--- config.mk ---
export PLATFORM = sky130hd
export DESIGN_NAME = signed_sub_arbiter
export DESIGN_NICKNAME = d
export VERILOG_FILES = /design/src/rtl/signed_sub_arbiter_pkg.sv /design/src/rtl/signed_sub_pipe.sv /design/src/rtl/signed_sub_arbiter.sv
export SDC_FILE = /design/constraint.sdc
export NUM_CORES = 1
export LEC_CHECK = 0
export BUFFER_PORTS_ARGS = -buffer_cell sky130_fd_sc_hd__buf_2
export CELL_PAD_IN_SITES_DETAIL_PLACEMENT = 1
export CELL_PAD_IN_SITES_GLOBAL_PLACEMENT = 1
export CORE_MARGIN = 3
export CORE_UTILIZATION = 40
export DETAILED_ROUTE_END_ITERATION = 7
export GPL_TIMING_DRIVEN = 0
export PLACE_DENSITY_LB_ADDON = 0.15
export SYNTH_ARGS = -nofsm -noshare
export SYNTH_HDL_FRONTEND = slang
export SYNTH_SLANG_ARGS = --single-unit
--- constraint.sdc ---
create_clock -name clk -period 7.2 [get_ports clk]
set_input_delay 1.08 -clock clk [delete_from_list [all_inputs] [get_ports clk]]
set_output_delay 1.08 -clock clk [all_outputs]
set_load 0.01 [all_outputs]
--- src/rtl/signed_sub_arbiter_pkg.sv ---
// Shared constants for the signed subtractor arbiter slice.
//   DEF_NREQ / DEF_W / DEF_LAT : default requester count, operand width, depth
//   res_width(w)               : width of an exact a-b result (one sign bit extra)
package signed_sub_pkg;

    localparam int DEF_NREQ = 4;
    localparam int DEF_W    = 4;
    localparam int DEF_LAT  = 3;

    function automatic int res_width(input int w);
        return w + 1;
    endfunction

endpackage

--- src/rtl/signed_sub_pipe.sv ---
// LAT-stage shift pipeline carrying valid/ID/result. Stage 1 performs the
// subtract; later stages just delay. Every stage moves only when en=1.
//   clk, rst_n              : clock, async active-low reset
//   en                      : shift enable (global advance)
//   in_vld, in_a, in_b, in_id : entry offered to stage 1
//   out_vld, out_data, out_id : last stage (the registered result)
//   busy                    : any stage holds a valid entry
module signed_sub_pipe
    import signed_sub_pkg::*;
#(
    parameter  int W   = DEF_W,
    parameter  int LAT = DEF_LAT,
    parameter  int IDW = 2,
    localparam int RW  = res_width(W)
) (
    input  logic           clk,
    input  logic           rst_n,
    input  logic           en,
    input  logic           in_vld,
    input  logic [W-1:0]   in_a,
    input  logic [W-1:0]   in_b,
    input  logic [IDW-1:0] in_id,
    output logic           out_vld,
    output logic [RW-1:0]  out_data,
    output logic [IDW-1:0] out_id,
    output logic           busy
);

    logic [LAT:1]          vld_pipe;
    logic [LAT:1][RW-1:0]  data_pipe;
    logic [LAT:1][IDW-1:0] id_pipe;
    logic [RW-1:0]         diff;

    // Both operands zero-extended by one bit: the modular W+1 difference is
    // exactly the two's-complement signed result, no overflow possible.
    assign diff = {1'b0, in_a} - {1'b0, in_b};

    always_ff @(posedge clk or negedge rst_n) begin
        if (!rst_n) begin
            vld_pipe  <= '0;
            data_pipe <= '0;
            id_pipe   <= '0;
        end else if (en) begin
            vld_pipe[1]  <= in_vld;
            data_pipe[1] <= diff;
            id_pipe[1]   <= in_id;
            for (int s = 2; s <= LAT; s++) begin
                vld_pipe[s]  <= vld_pipe[s-1];
                data_pipe[s] <= data_pipe[s-1];
                id_pipe[s]   <= id_pipe[s-1];
            end
        end
    end

    assign out_vld  = vld_pipe[LAT];
    assign out_data = data_pipe[LAT];
    assign out_id   = id_pipe[LAT];
    assign busy     = |vld_pipe;

endmodule

--- src/rtl/signed_sub_arbiter.sv ---
// Round-robin share of one pipelined signed subtractor among NREQ requesters.
//   clk, rst_n            : clock, async active-low reset
//   req_vld_i / req_rdy_o : per-requester handshake (rdy one-hot or zero)
//   req_a_i / req_b_i     : packed unsigned operands, requester i at [i*W +: W]
//   res_vld_o / res_rdy_i : result handshake; whole pipe stalls on backpressure
//   res_data_o, res_id_o  : signed a-b (W+1 bits) and originating requester
//   idle_o                : no valid entry anywhere in the pipe
module signed_sub_arbiter
    import signed_sub_pkg::*;
#(
    parameter  int NREQ = DEF_NREQ,
    parameter  int W    = DEF_W,
    parameter  int LAT  = DEF_LAT,
    localparam int IDW  = $clog2(NREQ),
    localparam int RW   = res_width(W)
) (
    input  logic              clk,
    input  logic              rst_n,
    input  logic [NREQ-1:0]   req_vld_i,
    output logic [NREQ-1:0]   req_rdy_o,
    input  logic [NREQ*W-1:0] req_a_i,
    input  logic [NREQ*W-1:0] req_b_i,
    output logic              res_vld_o,
    input  logic              res_rdy_i,
    output logic [RW-1:0]     res_data_o,
    output logic [IDW-1:0]    res_id_o,
    output logic              idle_o
);

    logic           advance;
    logic           gnt_found;
    logic           xfer;
    logic [IDW-1:0] gnt_idx;
    logic [IDW-1:0] rr_ptr;
    logic [W-1:0]   a_sel;
    logic [W-1:0]   b_sel;
    logic           busy;

    // (p + k) mod NREQ without relying on NREQ being a power of two.
    function automatic logic [IDW-1:0] wrap_add(input logic [IDW-1:0] p, input int k);
        int s;
        s = int'(p) + k;
        if (s >= NREQ) s = s - NREQ;
        return IDW'(s);
    endfunction

    assign advance = !res_vld_o || res_rdy_i;

    // First valid requester at or after rr_ptr, wrapping.
    always_comb begin
        gnt_found = 1'b0;
        gnt_idx   = '0;
        for (int k = 0; k < NREQ; k++) begin
            if (!gnt_found && req_vld_i[wrap_add(rr_ptr, k)]) begin
                gnt_found = 1'b1;
                gnt_idx   = wrap_add(rr_ptr, k);
            end
        end
    end

    // rst_n gating keeps the accept low while reset is held.
    assign xfer = rst_n && gnt_found && advance;

    always_comb begin
        req_rdy_o          = '0;
        req_rdy_o[gnt_idx] = xfer;
    end

    assign a_sel = req_a_i[gnt_idx*W +: W];
    assign b_sel = req_b_i[gnt_idx*W +: W];

    always_ff @(posedge clk or negedge rst_n) begin
        if (!rst_n)    rr_ptr <= '0;
        else if (xfer) rr_ptr <= wrap_add(gnt_idx, 1);
    end

    signed_sub_pipe #(
        .W   (W),
        .LAT (LAT),
        .IDW (IDW)
    ) u_pipe (
        .clk      (clk),
        .rst_n    (rst_n),
        .en       (advance),
        .in_vld   (xfer),
        .in_a     (a_sel),
        .in_b     (b_sel),
        .in_id    (gnt_idx),
        .out_vld  (res_vld_o),
        .out_data (res_data_o),
        .out_id   (res_id_o),
        .busy     (busy)
    );

    assign idle_o = !busy;

endmodule

==> flow_metrics.tcl, run 1 <==
set metrics [dict create \
    outcome "complete, no violations" \
    io_buffers 51 \
    rsz0062_at_grt "no" \
    gp_congestion 0.709 \
    dp.cells 267 \
    finalHoldViolCount 0 \
    grt_pass1_vias 1280 \
    post_drt_wl_per_cell_um 12.9 \
    finalCritPeriodShare 0.508 \
    cp.required_ns 6.12 \
    synth_top_area_share 0.415 \
    synth_edf_count 0 \
    row_count 22 \
    cp.arrival_ns 2.58 \
    cts_buffers 3 \
    crit_type "primary input to primary output" \
    max_freq_ghz 0.273 \
    crit_path_max_incr_delay_ns 0.47 \
    htreeDepth 1 \
    postLayoutCoreUtil 0.522 \
    nFillCells 459 \
    drive_gt1_frac 0.318 \
    yosys-top-cells-count "54 x nand2_1, 26 x dfrtp_1, 20 x mux2i_1" \
    yosysWarnings 0 \
    ys_ff_latch 26 \
    slew_headroom 0.600 \
    synth-async-reset-ratio 1.00 \
    synthMostInstantiatedCell "nand2_1" \
    drv_cap 0 \
    power_density_nw_per_um2 364 \
    dr_total_vias 1287 \
    cp_top_family "buffers and inverters" \
    routed_wl_um 3490 \
    grt_pass1_wl_um 5800 \
    synthDistinctLibCells 30 \
    synth-main-ff-cell "dfrtp_1" \
    grt_overflow 0 \
    synth.avg_cell_area_um2 9.33 \
    track_usage 0.162 \
    setup_viol 0 \
    vias_per_cell 4.75 \
    antenna_found_initial 0 \
    power_mw 0.705 \
    drc_errors 0 \
    grt_max_degree 28 \
    area_growth_pct 23.6 \
    post_cts_buffers 0 \
    crit_top_cell "buf_2" \
    clock_skew_ns 0.00503 \
    drt_pass1_iterations 4 \
    synthCells 168 \
    layout.nets 272 \
    io_pins 52 \
    synthTopCellsByArea "dfrtp_1 42%, nand2_1 13%, mux2i_1 13%" \
    multiInputGateArea_um2 791 \
    critPathLaunchType "primary input" \
    cts_tree "done" \
    critPathSlowestCell "buf_2" \
    clockBufferDepth 2 \
    synth_nets 216 \
    dieArea_um2 4710 \
    vdd_drop_max_uv 142 \
    cts-resized-gates 0 \
    clockRootBuffer "clkbuf_8" \
    start_util 0.422 \
    clk_pin_slew_ns 0.08 \
    leakage_nw 1.06 \
    postCtsHoldBufs 0 \
    coreArea_um2 3720 \
    yosysTopAreaCell "dfrtp_1" \
    tightest_slew_ns 0.599 \
    rrSetupSlack_ns 4.56 \
    path_max_fanout 27 \
    tns_ns 0 \
    syn-cell-area_um2 1570 \
    layout_min_cycle_time_ns 3.66 \
    report.final.slew_viol_count 0 \
    n_antenna_cell 0 \
    clkLatencyLatePin_ns 0.27 \
    ys_seq_area_frac 0.415 \
    initialDrtViolationCount 49 \
    cts_num_sinks 26 \
    dp_hpwl_um 2870 \
    end_kind "primary output" \
    die_height_um 68.6 \
    drtAntennaViolNets 0 \
    die_x_um 68.6 \
    ff_latch_area_um2 651 \
    fin_cells 271 \
    cp_cell_sequence "buf_2, nand2_1, a31oi_1, and2_1, buf_2" \
    hp-class "flip-flop to flip-flop" \
    crit_buf_inv 2 \
]
-- cell type report --
class | instances | area share
multi-input cells | 122 | 0.408
well taps | 48 | 0.0310
flip-flops and latches | 26 | 0.336
inverters | 5 | 0.00968
plain buffers | 15 | 0.0555
repair buffers | 51 | 0.132
clock buffers | 4 | 0.0284
-- stage by stage --
stage / hold WS, ns / area (µm²) / setup WS (ns)
2_1_floorplan: 0.439 / 1570 / 3.92
3_3_place_gp: 0.450 / 1880 / 3.63
3_5_place_dp: 0.456 / 1880 / 3.53
4_1_cts: 0.476 / 1940 / 3.54
5_1_grt: 0.493 / 1940 / 3.30
6_report: 0.471 / 1940 / 3.54
-- layout by cell type (no fill, tap or decap), types with 4 or more instances in the layout --
cell type	n
nand2_1	54
ha_1	8
a21oi_1	5
clkbuf_1	4
inv_1	4
buf_2	52
dfrtp_1	26
and2_1	4
clkbuf_8	4
mux2_2	5
buf_4	7
nand2b_1	4
mux2i_1	20
-- metal layers --
| layer | vias to the layer above | GRT usage | wire length, µm |
|---|---|---|---|
| met2 | 48 | 0.291 | 1700 |
| met4 | 0 | 0.0521 | 55 |
| li1 | 653 | - | - |
| met1 | 579 | 0.199 | 1570 |
| met3 | 7 | 0.0194 | 168 |
| met5 | - | 0 | 0 |
-- worst min-delay path: stages (launching register included) --
cell,delay (ns)
dfrtp_1,0.35
nand2_1,0.05
nand2_1,0.05
-- logic make-up after synthesis --
logic type      after synthesis  synth area share
flops                        26             0.415
simple gates                 68             0.181
mux                          25             0.164
fa+ha+maj                     9            0.0766
xor+xnor                      2            0.0112
compound gates               18            0.0718
buf+inv                      20            0.0806
-- path summary, 6_finish.rpt --
path,from,endpoint,cells past startpoint
min in group asynchronous,rst_n,u_pipe.out_id[1],1
worst max-delay path,rst_n,req_rdy_o[2],5
worst min register to register,u_pipe.out_data[3],u_pipe.out_data[3],2
worst min-delay path,u_pipe.out_data[3],u_pipe.out_data[3],2
worst max register to register,rr_ptr[0],u_pipe.data_pipe[4],13
max in group asynchronous,rst_n,u_pipe.out_data[3],1
-- report_power, final --
part           leakage, nW  switching [mW]  internal [mW]  total (mW)
clock network       0.0288          0.0452         0.0489      0.0941
logic                0.723           0.175          0.178       0.353
registers            0.313          0.0426          0.216       0.259
total                 1.06           0.262          0.443       0.705
-- state kept, by name (all words and copies together) (netlist names) --
signal / count
u_pipe.data_pipe: 10
u_pipe.id_pipe: 4
rr_ptr: 2
u_pipe.out_id: 2
u_pipe.vld_pipe: 3
u_pipe.out_data: 5
Note: power is estimated with default switching activity, not from simulation.
==> inputs of run 2 (changes only) <==
CORE_UTILIZATION = 37   (was 40)
clock period = 3.4 ns   (was 7.2 ns; I/O delays follow)
==> flow_metrics.tcl, run 2 (synthesis gave the netlist of run 1 again) <==
set metrics [dict create \
    cts_num_sinks 26 \
    io_pins 52 \
    routed_wl_um 3910 \
    vias_per_cell 4.88 \
    dr_total_vias 1331 \
    die_x_um 71.1 \
    dp.cells 269 \
    vdd_drop_max_uv 318 \
    post_cts_buffers 0 \
    clock_skew_ns 0.00478 \
    antenna_found_initial 0 \
    max_freq_ghz 0.382 \
    leakage_nw 1.06 \
    pre_cts_slack_ns 0.570 \
    path_max_fanout 11 \
    clockBufferDepth 2 \
    cts_tree "done" \
    clkLatencyLatePin_ns 0.27 \
    grt_overflow 0 \
    dp_hpwl_um 3210 \
    htreeDepth 1 \
    n_antenna_cell 0 \
    clockRootBuffer "clkbuf_8" \
    tns_ns 0 \
    finalHoldViolCount 0 \
    post_drt_wl_per_cell_um 14.3 \
    setup_viol 0 \
    cts-resized-gates 0 \
    end_kind "flip-flop" \
    grt_pass1_wl_um 6710 \
    fin_cells 273 \
    drv_cap 0 \
    drt_pass1_iterations 4 \
    final_cell_mix "54 x nand2_1, 52 x buf_2, 26 x dfrtp_1" \
    rsz0062_at_grt "no" \
    grt_pass1_vias 1519 \
    drtAntennaViolNets 0 \
    layout_min_cycle_time_ns 2.62 \
    power_mw 1.50 \
    start_util 0.386 \
    hp-class "primary input to asynchronous set/reset pin" \
    final_common_cell "nand2_1" \
    drive_gt1_frac 0.318 \
    cp.arrival_ns 2.80 \
    grt_max_degree 28 \
    outcome "complete, no violations" \
    cp.required_ns 3.58 \
    layout_setup_ws_ns 0.781 \
    io_buffers 51 \
    report.final.slew_viol_count 0 \
    tightest_slew_ns 0.604 \
    fin_area_um2 1940 \
    largest_register_ff_count 10 \
    coreArea_um2 4060 \
    postCtsHoldBufs 0 \
    postLayoutCoreUtil 0.478 \
    slew_headroom 0.597 \
    finalCritPeriodShare 0.770 \
    row_count 23 \
    dieArea_um2 5050 \
    layout.nets 272 \
    clk_pin_slew_ns 0.09 \
    die_height_um 71.1 \
    area_growth_pct 23.8 \
    initialDrtViolationCount 37 \
    drc_errors 0 \
    cts_buffers 3 \
    fin_hold_ws_ns 0.238 \
    critPathLaunchType "flip-flop" \
    power_density_nw_per_um2 775 \
    placed_area_um2 1890 \
    gp_congestion 0.764 \
    track_usage 0.168 \
    crit_type "flip-flop to flip-flop" \
    top_register "u_pipe.data_pipe" \
]
==> run 2: path summary, 6_finish.rpt <==
kind	from	endpoint	slack, ns	cells past startpoint
worst max-delay path	rr_ptr[0]	u_pipe.data_pipe[4]	0.78	13
worst min-delay path	rst_n	rr_ptr[0]	0.24	1
worst max register to register	rr_ptr[0]	u_pipe.data_pipe[4]	0.78	13
worst min register to register	u_pipe.data_pipe[6]	u_pipe.data_pipe[6]	0.47	2
max in group asynchronous	rst_n	u_pipe.data_pipe[2]	2.77	1
min in group clk	u_pipe.data_pipe[6]	u_pipe.data_pipe[6]	0.47	2
==> run 2: critical path, stage by stage, from the launching register on <==
cell and delay (ns):
dfrtp_1 0.42, nand2b_1 0.16, nor2b_1 0.13, o22a_1 0.20
buf_6 0.15, buf_12 0.15, mux2i_1 0.12, mux2i_1 0.14
ha_1 0.16, inv_1 0.06, fa_1 0.40, a21oi_1 0.18
nor2b_1 0.08, o31ai_1 0.18
==> run 2: final cells by class <==
cell class	count	area (µm²)
inverter	5	18.8
tap	50	62.6
timing repair buffer	51	255
clock buffer	4	55.1
fill	485	2120
buffer	15	108
multi-input combinational	122	791
sequential	26	651
==> run 2: metal layers <==
metal / vias up / routed length (µm) / global-route usage
met4: 0 / 136 / 0.0689
met5: - / 0 / 0
met2: 29 / 2100 / 0.322
met3: 12 / 136 / 0.0327
met1: 639 / 1540 / 0.176
li1: 651 / - / -
==> run 2: report_power, final <==
| part | internal [mW] | leakage, nW | total [mW] | switching (mW) |
|---|---|---|---|---|
| clock network | 0.104 | 0.0288 | 0.199 | 0.0958 |
| logic | 0.377 | 0.723 | 0.761 | 0.384 |
| registers | 0.458 | 0.313 | 0.544 | 0.0866 |
| total | 0.938 | 1.06 | 1.50 | 0.566 |
